`src/rtl/counterdiv_multi.sv`:
```
// rtl/counterdiv_multi.sv - multi-channel programmable tick generator with shadowed reload
module counterdiv_multi #(
  parameter int               NCH       = 4,
  parameter int               WIDTH     = 16,
  parameter logic [WIDTH-1:0] RESET_MAX = '0,
  parameter bit               AUTOSTART = 1'b0
) (
  input  logic                                  clk,
  input  logic                                  reset,
  input  logic                                  en,
  input  logic [NCH-1:0]                        ch_en,
  input  logic [NCH-1:0]                        restart,
  input  logic                                  ld_valid,
  input  logic [((NCH > 1) ? $clog2(NCH) : 1)-1:0] ld_ch,
  input  logic [WIDTH-1:0]                      ld_max,
  input  logic                                  ld_oneshot,
  output logic [NCH-1:0]                        tick,
  output logic [NCH*WIDTH-1:0]                  count,
  output logic [NCH-1:0]                        running
);

  typedef enum logic [1:0] {
    S_IDLE = 2'd0,
    S_RUN  = 2'd1,
    S_DONE = 2'd2
  } state_t;

  state_t           r_state [NCH];
  logic [WIDTH-1:0] r_count [NCH];
  logic [WIDTH-1:0] r_amax  [NCH];
  logic [WIDTH-1:0] r_smax  [NCH];
  logic [NCH-1:0]   r_amode;
  logic [NCH-1:0]   r_smode;
  logic [NCH-1:0]   r_pend;

  logic [NCH-1:0]   w_adv;
  logic [NCH-1:0]   w_tick;
  logic [NCH-1:0]   w_ld;
  logic [NCH-1:0]   w_apply;

  // Per-channel decode: advance, terminal count, load hit, and whether a pending reload may land now.
  // tick is gated by reset so every output except running reads zero while held in reset.
  always_comb begin
    w_adv   = '0;
    w_tick  = '0;
    w_ld    = '0;
    w_apply = '0;
    running = '0;
    count   = '0;
    for (int i = 0; i < NCH; i++) begin
      w_adv[i]   = en & ch_en[i] & (r_state[i] == S_RUN);
      w_tick[i]  = reset & w_adv[i] & (r_count[i] == r_amax[i]);
      w_ld[i]    = ld_valid & (int'(ld_ch) == i) & (int'(ld_ch) < NCH);
      w_apply[i] = restart[i] | (r_state[i] != S_RUN) | w_tick[i];
      running[i] = (r_state[i] == S_RUN);
      count[i*WIDTH +: WIDTH] = r_count[i];
    end
    tick = w_tick;
  end

  // Channel state machines plus active/shadow max; a RUN channel only swaps max at wrap or restart,
  // so the period in flight always finishes with the old value.
  always_ff @(posedge clk or negedge reset) begin
    if (!reset) begin
      for (int i = 0; i < NCH; i++) begin
        r_state[i] <= AUTOSTART ? S_RUN : S_IDLE;
        r_count[i] <= '0;
        r_amax[i]  <= RESET_MAX;
        r_smax[i]  <= '0;
      end
      r_amode <= '0;
      r_smode <= '0;
      r_pend  <= '0;
    end else begin
      for (int i = 0; i < NCH; i++) begin
        if (w_apply[i]) begin
          if (w_ld[i]) begin
            r_amax[i]  <= ld_max;
            r_amode[i] <= ld_oneshot;
          end else if (r_pend[i]) begin
            r_amax[i]  <= r_smax[i];
            r_amode[i] <= r_smode[i];
          end
          r_pend[i] <= 1'b0;
        end else if (w_ld[i]) begin
          r_smax[i]  <= ld_max;
          r_smode[i] <= ld_oneshot;
          r_pend[i]  <= 1'b1;
        end

        if (restart[i]) begin
          r_count[i] <= '0;
          r_state[i] <= S_RUN;
        end else begin
          case (r_state[i])
            S_RUN: begin
              if (w_tick[i]) begin
                r_count[i] <= '0;
                if (r_amode[i]) r_state[i] <= S_DONE;
              end else if (w_adv[i]) begin
                r_count[i] <= r_count[i] + 1'b1;
              end
            end
            default: r_count[i] <= '0;
          endcase
        end
      end
    end
  end

endmodule

```
`config.mk`:
```
export PLATFORM = sky130hd
export DESIGN_NAME = counterdiv_multi
export DESIGN_NICKNAME = d
export VERILOG_FILES = /design/src/rtl/counterdiv_multi.sv
export SDC_FILE = /design/constraint.sdc
export NUM_CORES = 1
export LEC_CHECK = 0
export CAP_MARGIN = 10
export CELL_PAD_IN_SITES_DETAIL_PLACEMENT = 1
export CELL_PAD_IN_SITES_GLOBAL_PLACEMENT = 1
export CORE_ASPECT_RATIO = 0.5
export CORE_MARGIN = 2
export CORE_UTILIZATION = 41
export CTS_CLUSTER_DIAMETER = 50
export DETAILED_ROUTE_END_ITERATION = 8
export PLACE_DENSITY_LB_ADDON = 0.1
export SLEW_MARGIN = 5
export SYNTH_ARGS = -nofsm -noshare
export SYNTH_HDL_FRONTEND = slang
export SYNTH_SLANG_ARGS = --single-unit
```
`constraint.sdc`:
```
create_clock -name clk -period 3.85 [get_ports clk]
set_clock_uncertainty 0.05 [all_clocks]
set_input_delay 0.9625 -clock clk [delete_from_list [all_inputs] [get_ports clk]]
set_output_delay 0.9625 -clock clk [all_outputs]
set_load 0.03 [all_outputs]
```
==> run_results.csv <==
group,metric,value,unit
layout,fin_nets,1403,
critical_path,crit_path_start,"en",
critical_path,path_buf_inv,3,
worst_hold_path,min_to,"r_smax[50]",
critical_path,max_stage_delay,0.57,ns
floorplan,io_pins,103,
sta,fin_ws,0.227,ns
synth,synth-async-reset-ratio,100,%
drt,post-route-drc-count,0,
clocking,numCtsBuffers,23,
floorplan,rows,44,
synth,avgSynthCellArea,9.55,um^2
critical_path,crit_top_cell,"buf_4",
clocking,cts.path.max_buffers,3,
status,outcome,"finished, final reports clean",
synth,netlist_instances,1276,
worst_hold_path,worstHoldPathCells,1,
clocking,cts_resized,0,
floorplan,initial_utilization,41.8,%
layout,regArea,5310,um^2
critical_path,cp_data_arrival_time,2.61,ns
synth,synth_area,12200,um^2
floorplan,dieArea,31200,um^2
sta,fin_crit_sh,94.1,%
synth,yosys.area.top_type_share,43.5,%
sta,setup_viol,0,
synth,ys_warn_count,0,
worst_hold_path,hold_path.class,"reg -> reg",
clocking,cts_tree,"built",
synth,synthesis.nets,1311,
critical_path,rrSetupSlack,1.33,ns
clocking,clock-sinks,212,
clocking,clkTransAtPathRegs,0.07,ns
drt,wl_per_cell,20.4,um
critical_path,critPathLaunchType,"primary input",
sta,hold_ws,0.452,ns
global_routing,grt_pass1_wl,58800,um
sta,rsz0062_at_grt,"false",
layout,area_growth,18.5,%
critical_path,required,2.84,ns
synth,synth.distinct_cells,46,
critical_path,r2r_cells,6,
synth,synth_top_cell_by_area,"dfrtp_1",
power_and_ir_drop,pwr-share-clk,35.9,%
clocking,post-cts-setup-buffers,0,
layout,fin_area,14400,um^2
layout,drive_gt1_share,12.2,%
layout,num-fill-cells,3277,
drt,dr.first_iter.drc_count,582,
critical_path,endpoint_kind,"primary output",
clocking,insertion_delay,0.53,ns
layout,multi_input_area,6450,um^2
synth,ys_ff_latch,212,
synth,ys_seq_area_share,43.5,%
critical_path,worstReg2RegStart,"r_state[7]",
sta,tightest_slew,0.859,ns
placement,dp_hpwl,25000,um
sta,hold_violations,0,
critical_path,critical_path.top_delay_family,"buffers and inverters",
placement,numPortBuffers,102,
power_and_ir_drop,vdd_drop_max,281,uV
drt,totalWireLength,36100,um
global_routing,grt-ovfl-total,0,
clocking,cts_hold_buf,0,
drt,ant_nets,0,
clocking,clockRootBuffer,"clkbuf_16",
critical_path,cpMaxStageDelayCell,"clkdlybuf4s50_1",
placement,placed_cell_area,13700,um^2
global_routing,track_usage,23.6,%
placement,pre_cts_slack,0.263,ns
critical_path,worstPathCellList,"clkdlybuf4s50_1, buf_4, and2_1, nand3_1, nor4_1, buf_4",
critical_path,cp_max_fo,8,
power_and_ir_drop,p_per_area,432,nW/um^2
floorplan,die_height,126,um
synth,synth_edf_count,0,
sta,drv_slew,0,
power_and_ir_drop,swShare,30.6,%
drt,routed-via-count,10100,
drt,via_per_inst,5.72,
floorplan,die_w,248,um
global_routing,grt_pass1_vias,10400,
clocking,htreeDepth,1,
global_routing,antenna_found_initial,1,
sta,fin_setup_tns,0,ns
job,maxCapViolations,0,
power_and_ir_drop,pwr-share-seq,43.3,%
worst_hold_path,worstHoldStart,"r_smax[50]",
critical_path,reg2reg_to,"r_amax[61]",
sta,fmax,276,MHz
layout,final_core_utilization,49.6,%
floorplan,core_area,29100,um^2
layout,antennaDiodeCount,0,
critical_path,critPathKind,"in -> out",
power_and_ir_drop,p_comb_share,20.8,%
power_and_ir_drop,switching_power,0.00191,W
sta,min_period,3.62,ns
sta,relSlewSlack,42.7,%
placement,place_congestion,0.789,
synth,netlist_top_cells_area,"dfrtp_1, xor2_1, mux2_2",
power_and_ir_drop,intPower,0.00433,W
drt,drtPass1Iterations,5,
power_and_ir_drop,leakagePower,6.13,nW
global_routing,grt_max_degree,66,
synth,synth_flop_cell,"dfrtp_1",
## cells in the mapped netlist (7+ instances only)
cell type    n
nor3_1      74
mux2_2      58
xor2_1     100
a31oi_1     41
and2_1      40
and3_1      10
a221oi_1    17
nor4_1      19
o21ai_0     18
o221ai_1    34
nand2b_1    38
nand3_1     51
nand4_1     17
inv_1        8
xnor2_1     22
a21oi_1      7
o311ai_0    29
mux2_4      10
nand2_1    140
mux2i_1     53
clkbuf_1    49
and4_1      20
dfrtp_1    212
nor2_1     136
buf_2       19
## worst max-delay path by stage
stage	slack [ns]	cells after the start	end
global route	0.15	6	tick[3]
CTS	0.25	6	tick[3]
finish	0.23	6	tick[0]
floorplan	0.21	7	tick[0]
global placement	0.26	6	tick[3]
detailed placement	0.26	6	tick[3]
## layout make-up
type	count	share of cell area (%)
Tap cell	391	3.39
Multi-Input combinational cell	970	44.7
Sequential cell	212	36.8
Inverter	8	0.208
Clock buffer	33	4.52
Timing Repair Buffer	153	9.94
Clock inverter	4	0.485
## cells in the final DEF (no fill, tap or decap), drive strengths merged, types with 2 or more instances in the layout
master,n
buf,55
inv,8
nor3,74
nand4,17
nand3,51
nand2,140
nand2b,38
or2,2
a221oi,17
mux2,68
a211oi,2
o221ai,34
o311ai,34
nor2,136
xnor2,22
and2,40
nor2b,5
a21oi,7
mux2i,53
nand3b,3
nor3b,4
clkinv,2
ha,4
and4,20
clkbuf,34
clkdlybuf4s50,97
bufinv,2
dfrtp,212
o21ai,22
xor2,100
nor4,19
a31oi,41
and3,10
## worst register-to-register path, cell delays in order, from the launching register on
cell and delay [ns]:
dfrtp_1 0.38, nor2b_1 0.34, nor2b_2 0.59, buf_4 0.35
nor2_1 0.10, a221oi_1 0.32, o311ai_0 0.22
## cell families after synthesis
logic type      Yosys count  share of synthesized area, %
flops                   212                          43.5
xor+xnor                122                          8.77
simple gates            562                          22.5
buf+inv                  94                          3.61
mux                     121                          10.9
compound gates          161                          10.2
fa+ha+maj                 4                         0.411
## state kept, by name (all words and copies together), names as in the netlist
signal,count
r_amode,4
r_pend,4
r_smax,64
count,64
r_state,8
r_amax,64
r_smode,4
## power by group through the flow
stage          Clock [W]  Sequential [W]  Combinational (W)
3_5_place_dp           0         0.00273            0.00130
3_3_place_gp           0         0.00271            0.00124
2_1_floorplan          0         0.00267           0.000888
4_1_cts          0.00229         0.00270            0.00130
6_report         0.00224         0.00270            0.00129
5_1_grt          0.00238         0.00274            0.00144
## per-stage QoR
step	std cells	power (W)
finish	1771	0.00624
detailed placement	1734	0.00403
global route	1771	0.00656
CTS	1771	0.00630
global placement	1734	0.00395
floorplan	1276	0.00355
## routing by layer
| metal | part of all wire [%] | vias up | wire (um) | GRT usage, % |
|---|---|---|---|---|
| li1 | - | 4759 | - | - |
| met1 | 51 | 5152 | 18500 | 36.6 |
| met2 | 43 | 177 | 15700 | 35.6 |
| met3 | 3.9 | 40 | 1400 | 3.11 |
| met4 | 1.3 | 0 | 478 | 3.59 |
| met5 | 0 | - | 0 | 0 |
No activity file was read; power rests on OpenSTA's default activity.
